===== src/rtl/pg_carry_pipe.sv =====
// Two-stage pipelined carry-lookahead sum stage: S1 registers p/g/cin plus group P/G,
// S2 resolves group and bit carries into a registered sum. Optional ovf port: PG_CARRY_OVF_EN.
module pg_carry_pipe #(
  parameter int WIDTH = 32,
  parameter int GROUP = 4
) (
  input  logic             clk,
  input  logic             rst_n,
  input  logic [WIDTH-1:0] p_in,
  input  logic [WIDTH-1:0] g_in,
  input  logic             c_in,
  input  logic             in_valid,
  output logic             in_ready,
  output logic [WIDTH-1:0] sum,
  output logic             c_out,
  output logic             out_valid,
  input  logic             out_ready
`ifdef PG_CARRY_OVF_EN
  ,
  output logic             ovf
`endif
);

  localparam int NG = WIDTH / GROUP;

  logic             s1_valid_q, s1_valid_d;
  logic [WIDTH-1:0] s1_p_q, s1_p_d;
  logic [WIDTH-1:0] s1_g_q, s1_g_d;
  logic             s1_c_q, s1_c_d;
  logic [NG-1:0]    s1_gp_q, s1_gp_d;
  logic [NG-1:0]    s1_gg_q, s1_gg_d;

  logic             out_valid_q, out_valid_d;
  logic [WIDTH-1:0] sum_q, sum_d;
  logic             c_out_q, c_out_d;
`ifdef PG_CARRY_OVF_EN
  logic             ovf_q, ovf_d;
`endif

  logic             s2_adv;
  logic             s1_adv;
  logic [NG-1:0]    grp_p;
  logic [NG-1:0]    grp_g;
  logic             gp_run;
  logic             gg_run;
  logic [NG:0]      grp_c;
  logic [WIDTH:0]   carry;
  logic             c_run;
  logic             b_run;

  // Valid/ready: a side transfers on a clock edge where its valid and ready are both
  // high. in_ready never looks at in_valid, so no combinational loop with the producer.
  assign s2_adv   = !out_valid_q | out_ready;
  assign s1_adv   = s1_valid_q & s2_adv;
  assign in_ready = rst_n & (!s1_valid_q | s2_adv);

  // Group propagate/generate in the classic lookahead form, from the raw inputs.
  always_comb begin
    grp_p  = '0;
    grp_g  = '0;
    gp_run = 1'b1;
    gg_run = 1'b0;
    for (int k = 0; k < NG; k++) begin
      gp_run = 1'b1;
      gg_run = 1'b0;
      for (int j = 0; j < GROUP; j++) begin
        gp_run = gp_run & p_in[k*GROUP+j];
        gg_run = g_in[k*GROUP+j] | (p_in[k*GROUP+j] & gg_run);
      end
      grp_p[k] = gp_run;
      grp_g[k] = gg_run;
    end
  end

  always_comb begin
    s1_valid_d = s1_valid_q;
    s1_p_d     = s1_p_q;
    s1_g_d     = s1_g_q;
    s1_c_d     = s1_c_q;
    s1_gp_d    = s1_gp_q;
    s1_gg_d    = s1_gg_q;
    if (in_ready) begin
      s1_valid_d = in_valid;
      if (in_valid) begin
        s1_p_d  = p_in;
        s1_g_d  = g_in;
        s1_c_d  = c_in;
        s1_gp_d = grp_p;
        s1_gg_d = grp_g;
      end
    end
  end

  // Group carries first, then each group's bit carries seeded from its group carry.
  always_comb begin
    grp_c = '0;
    carry = '0;
    c_run = s1_c_q;
    b_run = 1'b0;
    for (int k = 0; k < NG; k++) begin
      grp_c[k] = c_run;
      c_run    = s1_gg_q[k] | (s1_gp_q[k] & c_run);
    end
    grp_c[NG] = c_run;
    for (int k = 0; k < NG; k++) begin
      b_run = grp_c[k];
      for (int j = 0; j < GROUP; j++) begin
        carry[k*GROUP+j] = b_run;
        b_run = s1_g_q[k*GROUP+j] | (s1_p_q[k*GROUP+j] & b_run);
      end
    end
    carry[WIDTH] = grp_c[NG];
  end

  always_comb begin
    out_valid_d = out_valid_q;
    sum_d       = sum_q;
    c_out_d     = c_out_q;
`ifdef PG_CARRY_OVF_EN
    ovf_d       = ovf_q;
`endif
    if (s2_adv) out_valid_d = s1_valid_q;
    if (s1_adv) begin
      sum_d   = s1_p_q ^ carry[WIDTH-1:0];
      c_out_d = carry[WIDTH];
`ifdef PG_CARRY_OVF_EN
      ovf_d   = carry[WIDTH] ^ carry[WIDTH-1];
`endif
    end
  end

  always_ff @(posedge clk or negedge rst_n) begin
    if (!rst_n) begin
      s1_valid_q  <= 1'b0;
      s1_p_q      <= '0;
      s1_g_q      <= '0;
      s1_c_q      <= 1'b0;
      s1_gp_q     <= '0;
      s1_gg_q     <= '0;
      out_valid_q <= 1'b0;
      sum_q       <= '0;
      c_out_q     <= 1'b0;
`ifdef PG_CARRY_OVF_EN
      ovf_q       <= 1'b0;
`endif
    end else begin
      s1_valid_q  <= s1_valid_d;
      s1_p_q      <= s1_p_d;
      s1_g_q      <= s1_g_d;
      s1_c_q      <= s1_c_d;
      s1_gp_q     <= s1_gp_d;
      s1_gg_q     <= s1_gg_d;
      out_valid_q <= out_valid_d;
      sum_q       <= sum_d;
      c_out_q     <= c_out_d;
`ifdef PG_CARRY_OVF_EN
      ovf_q       <= ovf_d;
`endif
    end
  end

  assign out_valid = out_valid_q;
  assign sum       = sum_q;
  assign c_out     = c_out_q;
`ifdef PG_CARRY_OVF_EN
  assign ovf       = ovf_q;
`endif

endmodule

===== config.mk =====
export PLATFORM = sky130hd
export DESIGN_NAME = pg_carry_pipe
export DESIGN_NICKNAME = d
export VERILOG_FILES = /design/src/rtl/pg_carry_pipe.sv
export SDC_FILE = /design/constraint.sdc
export NUM_CORES = 1
export LEC_CHECK = 0
export ABC_AREA = 1
export CAP_MARGIN = 30
export CELL_PAD_IN_SITES_DETAIL_PLACEMENT = 1
export CELL_PAD_IN_SITES_GLOBAL_PLACEMENT = 2
export CORE_MARGIN = 5
export CORE_UTILIZATION = 32
export DETAILED_ROUTE_END_ITERATION = 7
export GPL_TIMING_DRIVEN = 1
export MAX_ROUTING_LAYER = met4
export PLACE_DENSITY = 0.94
export SYNTH_ARGS = -nofsm -noshare
export SYNTH_HDL_FRONTEND = slang
export SYNTH_SLANG_ARGS = --single-unit
export TNS_END_PERCENT = 5

===== constraint.sdc =====
create_clock -name clk -period 5.35 [get_ports clk]
set_clock_uncertainty 0.1 [all_clocks]
set_input_delay 0.535 -clock clk [delete_from_list [all_inputs] [get_ports clk]]
set_output_delay 0.535 -clock clk [all_outputs]
set_load 0.005 [all_outputs]

==> results.md <==
- Cell Pwr Density: between 300 and 400 nW/um^2
- Minimum clock period after layout: 2.94 ns
- Reg2reg setup slack: 2.41 ns
- GP Congestion: 0.820
- Routed len/inst: 15.2 um
- Die height: 132 um
- Initial drt markers: 171
- Share of cells above drive strength 1: about 9%
- H-tree Lvls: 3
- Core area: 14,600 um^2
- Fin util: ~43%
- Cts bufs inserted: 9
- Critical path cell sequence: nand2_1 -> nand2_2 -> nand2_2 -> nand2_2 -> nand2_2 -> nand2_2 -> nand2_2 -> nand2_2 -> nand2_2 -> nand2_2 -> nand2_2 -> nand2_2 -> nand2_2 -> nand2_2 -> ha_1 -> or2_2 -> ha_1 -> or2_2 -> ha_1 -> nor2_1 -> xor2_1 -> o21ai_0
- Initial antenna violation count: 0
- Post-DP HPWL: about 9.3 mm
- Worst Hold Class: in -> async
- Critical Path RT: between 5 and 6 ns
- Commonest non-fill, non-tap cell in the layout: nand2_1
- Critical path peak fanout: 3
- RSZ-0062 raised after global routing: false
- Setup Fix Bufs, Post-CTS: 0
- Non-filler cells, final: 832
- Port bufs: roughly 100
- Syn. warnings: 0
- CTS tree: built
- Post-cts hold buffer count: 0
- Netlist cell types: 19
- First-pass GRT wire length: 21.7 mm
- Final hold vios: 0
- Fmax: 340 MHz
- Clock transition at path regs: 0.07 ns
- Antenna viol nets, final: 0
- Setup violators final: 0
- Total gr overflow: 0
- CP dominant cell by count: nand2_2
- Later-pin clock latency in the skew report: ~0.34 ns
- Total wire length: 12.6 mm
- Cell area after layout: approximately 6300 um^2
- Slowest stage delay, CP: about 0.4 ns
- Worst vdd ir: 0.000142 V
- Max stage delay cell, worst path: dfrtp_1
- Slew headroom: 52.5%
- CTS Sinks: 108
- Static Leak: 3.20 nW
- 1st-pass router iterations: 4
- Initial Util: between 30% and 40%
- Commonest non-fill, non-tap cells in the layout: nand2_1, dfrtp_1, clkdlybuf4s50_1
- Die W: 132 um
- Vias per cell: 4.69
- Root Driver: clkbuf_16
- Worst reg2reg path endpoint: sum[31]
- Seq/Total Area, Yosys: 56.4%
- NumNets Final: 737
- N_diodes: 0
- Clock buffer depth: 2
- R2R cell count: 22
- Flops & latches, synth: ~110
- Gr usage total: 15.7%
- Maxcap violations: 0
- Net count after synthesis: 638
- Vias post-DR: 3,904
- Area grow syn2layout: 31.1%
- Placed Cells: 817
- Crit Path Category: reg -> reg
- Crit end category: flip-flop
- Post-Syn Instances: 545
- Crit. Startpoint: s1_c_q
- Largest net degree at the start of global routing: 69
- # rows: 44
- Setup TNS Final: 0 ns
- Vias in the first global route: 4,385
- R2r startpoint: s1_c_q
- Average size of a mapped cell: 8.80 um^2
- Arrival time at the worst endpoint: 3.05 ns
- Area after DPL: 6020 um^2
- Outcome: finished clean
- Residual DRC: 0
- Die area: around 18,000 um^2
- I/O Pins: 104
- Fin crit share: 54.9%
- Fin. max-slew vios: 0
- Mapped cell area: about 4800 um^2
- Final Power: approximately 2.5 mW
- Least-Margin Pin Slew: 0.712 ns
- Post_cts resized: 0
- Setup crit start kind: flip-flop
[logic make-up after synthesis]
logic type,share of synthesized area [%]
AO/OA/AOI/OAI,5.04
XOR/XNOR,1.46
adder cells (fa/ha/maj),6.26
buffers and inverters,3.55
flip-flops,56.4
AND/OR/NAND/NOR,27.3
[worst max path at each step]
stage	slack, ns	end
2_1_floorplan	2.64	sum[31]
3_3_place_gp	2.46	sum[31]
3_5_place_dp	2.38	s1_gg_q[5]
4_1_cts	2.36	sum[31]
5_1_grt	2.13	sum[31]
6_report	2.41	sum[31]
[per-stage QoR]
stage / setup slack (ns) / hold slack, ns
global placement: 2.46 / 0.354
detailed placement: 2.38 / 0.359
finish: 2.41 / 0.133
floorplan: 2.64 / 0.139
global route: 2.13 / 0.197
CTS: 2.36 / 0.160
[critical path: cells and delay by family (launching register included)]
kind / cells / cell delay, ns
AND/OR/NAND/NOR: 17 / 1.56
XOR/XNOR: 1 / 0.15
adder cells (fa/ha/maj): 3 / 0.53
flip-flops: 1 / 0.40
AO/OA/AOI/OAI: 1 / 0.08
[state kept, by name, indices dropped and copies added, names as in the netlist]
register    count
out_valid       1
s1_gp_q         8
c_out           1
s1_p_q         32
s1_gg_q         8
s1_c_q          1
s1_valid_q      1
sum            32
s1_g_q         24
[synthesized netlist by cell type]
| cell type | instances | area, um^2 |
|---|---|---|
| nand2_1 | 285 | 1070 |
| dfrtp_1 | 108 | 2700 |
| ha_1 | 24 | 300 |
| o21ai_0 | 19 | 95.1 |
| or2_2 | 16 | 100 |
| clkbuf_1 | 15 | 56.3 |
| inv_1 | 15 | 56.3 |
| nand2_2 | 14 | 87.6 |
| nor2_1 | 13 | 48.8 |
| xor2_1 | 8 | 70.1 |
| a221oi_1 | 7 | 61.3 |
| o221ai_1 | 7 | 61.3 |
| buf_2 | 5 | 25.0 |
| inv_2 | 4 | 15.0 |
| a211oi_1 | 1 | 7.51 |
| a21oi_2 | 1 | 8.76 |
| bufinv_8 | 1 | 17.5 |
| nand3_1 | 1 | 5.00 |
| o211ai_1 | 1 | 7.51 |
[layer usage]
layer	vias up	part of all wire [%]	track usage, %
met5	-	0	-
met2	78	51	26.9
met1	1916	45	19.0
met4	0	0.97	3.98
met3	8	3.2	3.00
li1	1902	-	-
[report_power, final]
part / switching [mW] / leakage (nW) / total, mW / internal, mW
clock: 0.279 / 0.135 / 0.617 / 0.338
combinational: 0.323 / 1.72 / 0.726 / 0.402
sequential: 0.120 / 1.34 / 1.14 / 1.02
[final cells by class]
class	instances	area, um^2
clock buffer	13	260
clock inverter	2	10.0
fill	1732	8360
inverter	20	88.8
multi-input combinational	397	1930
sequential	108	2700
tap	184	230
timing repair buffer	108	1070
Note: power is estimated with default switching activity, not from simulation.
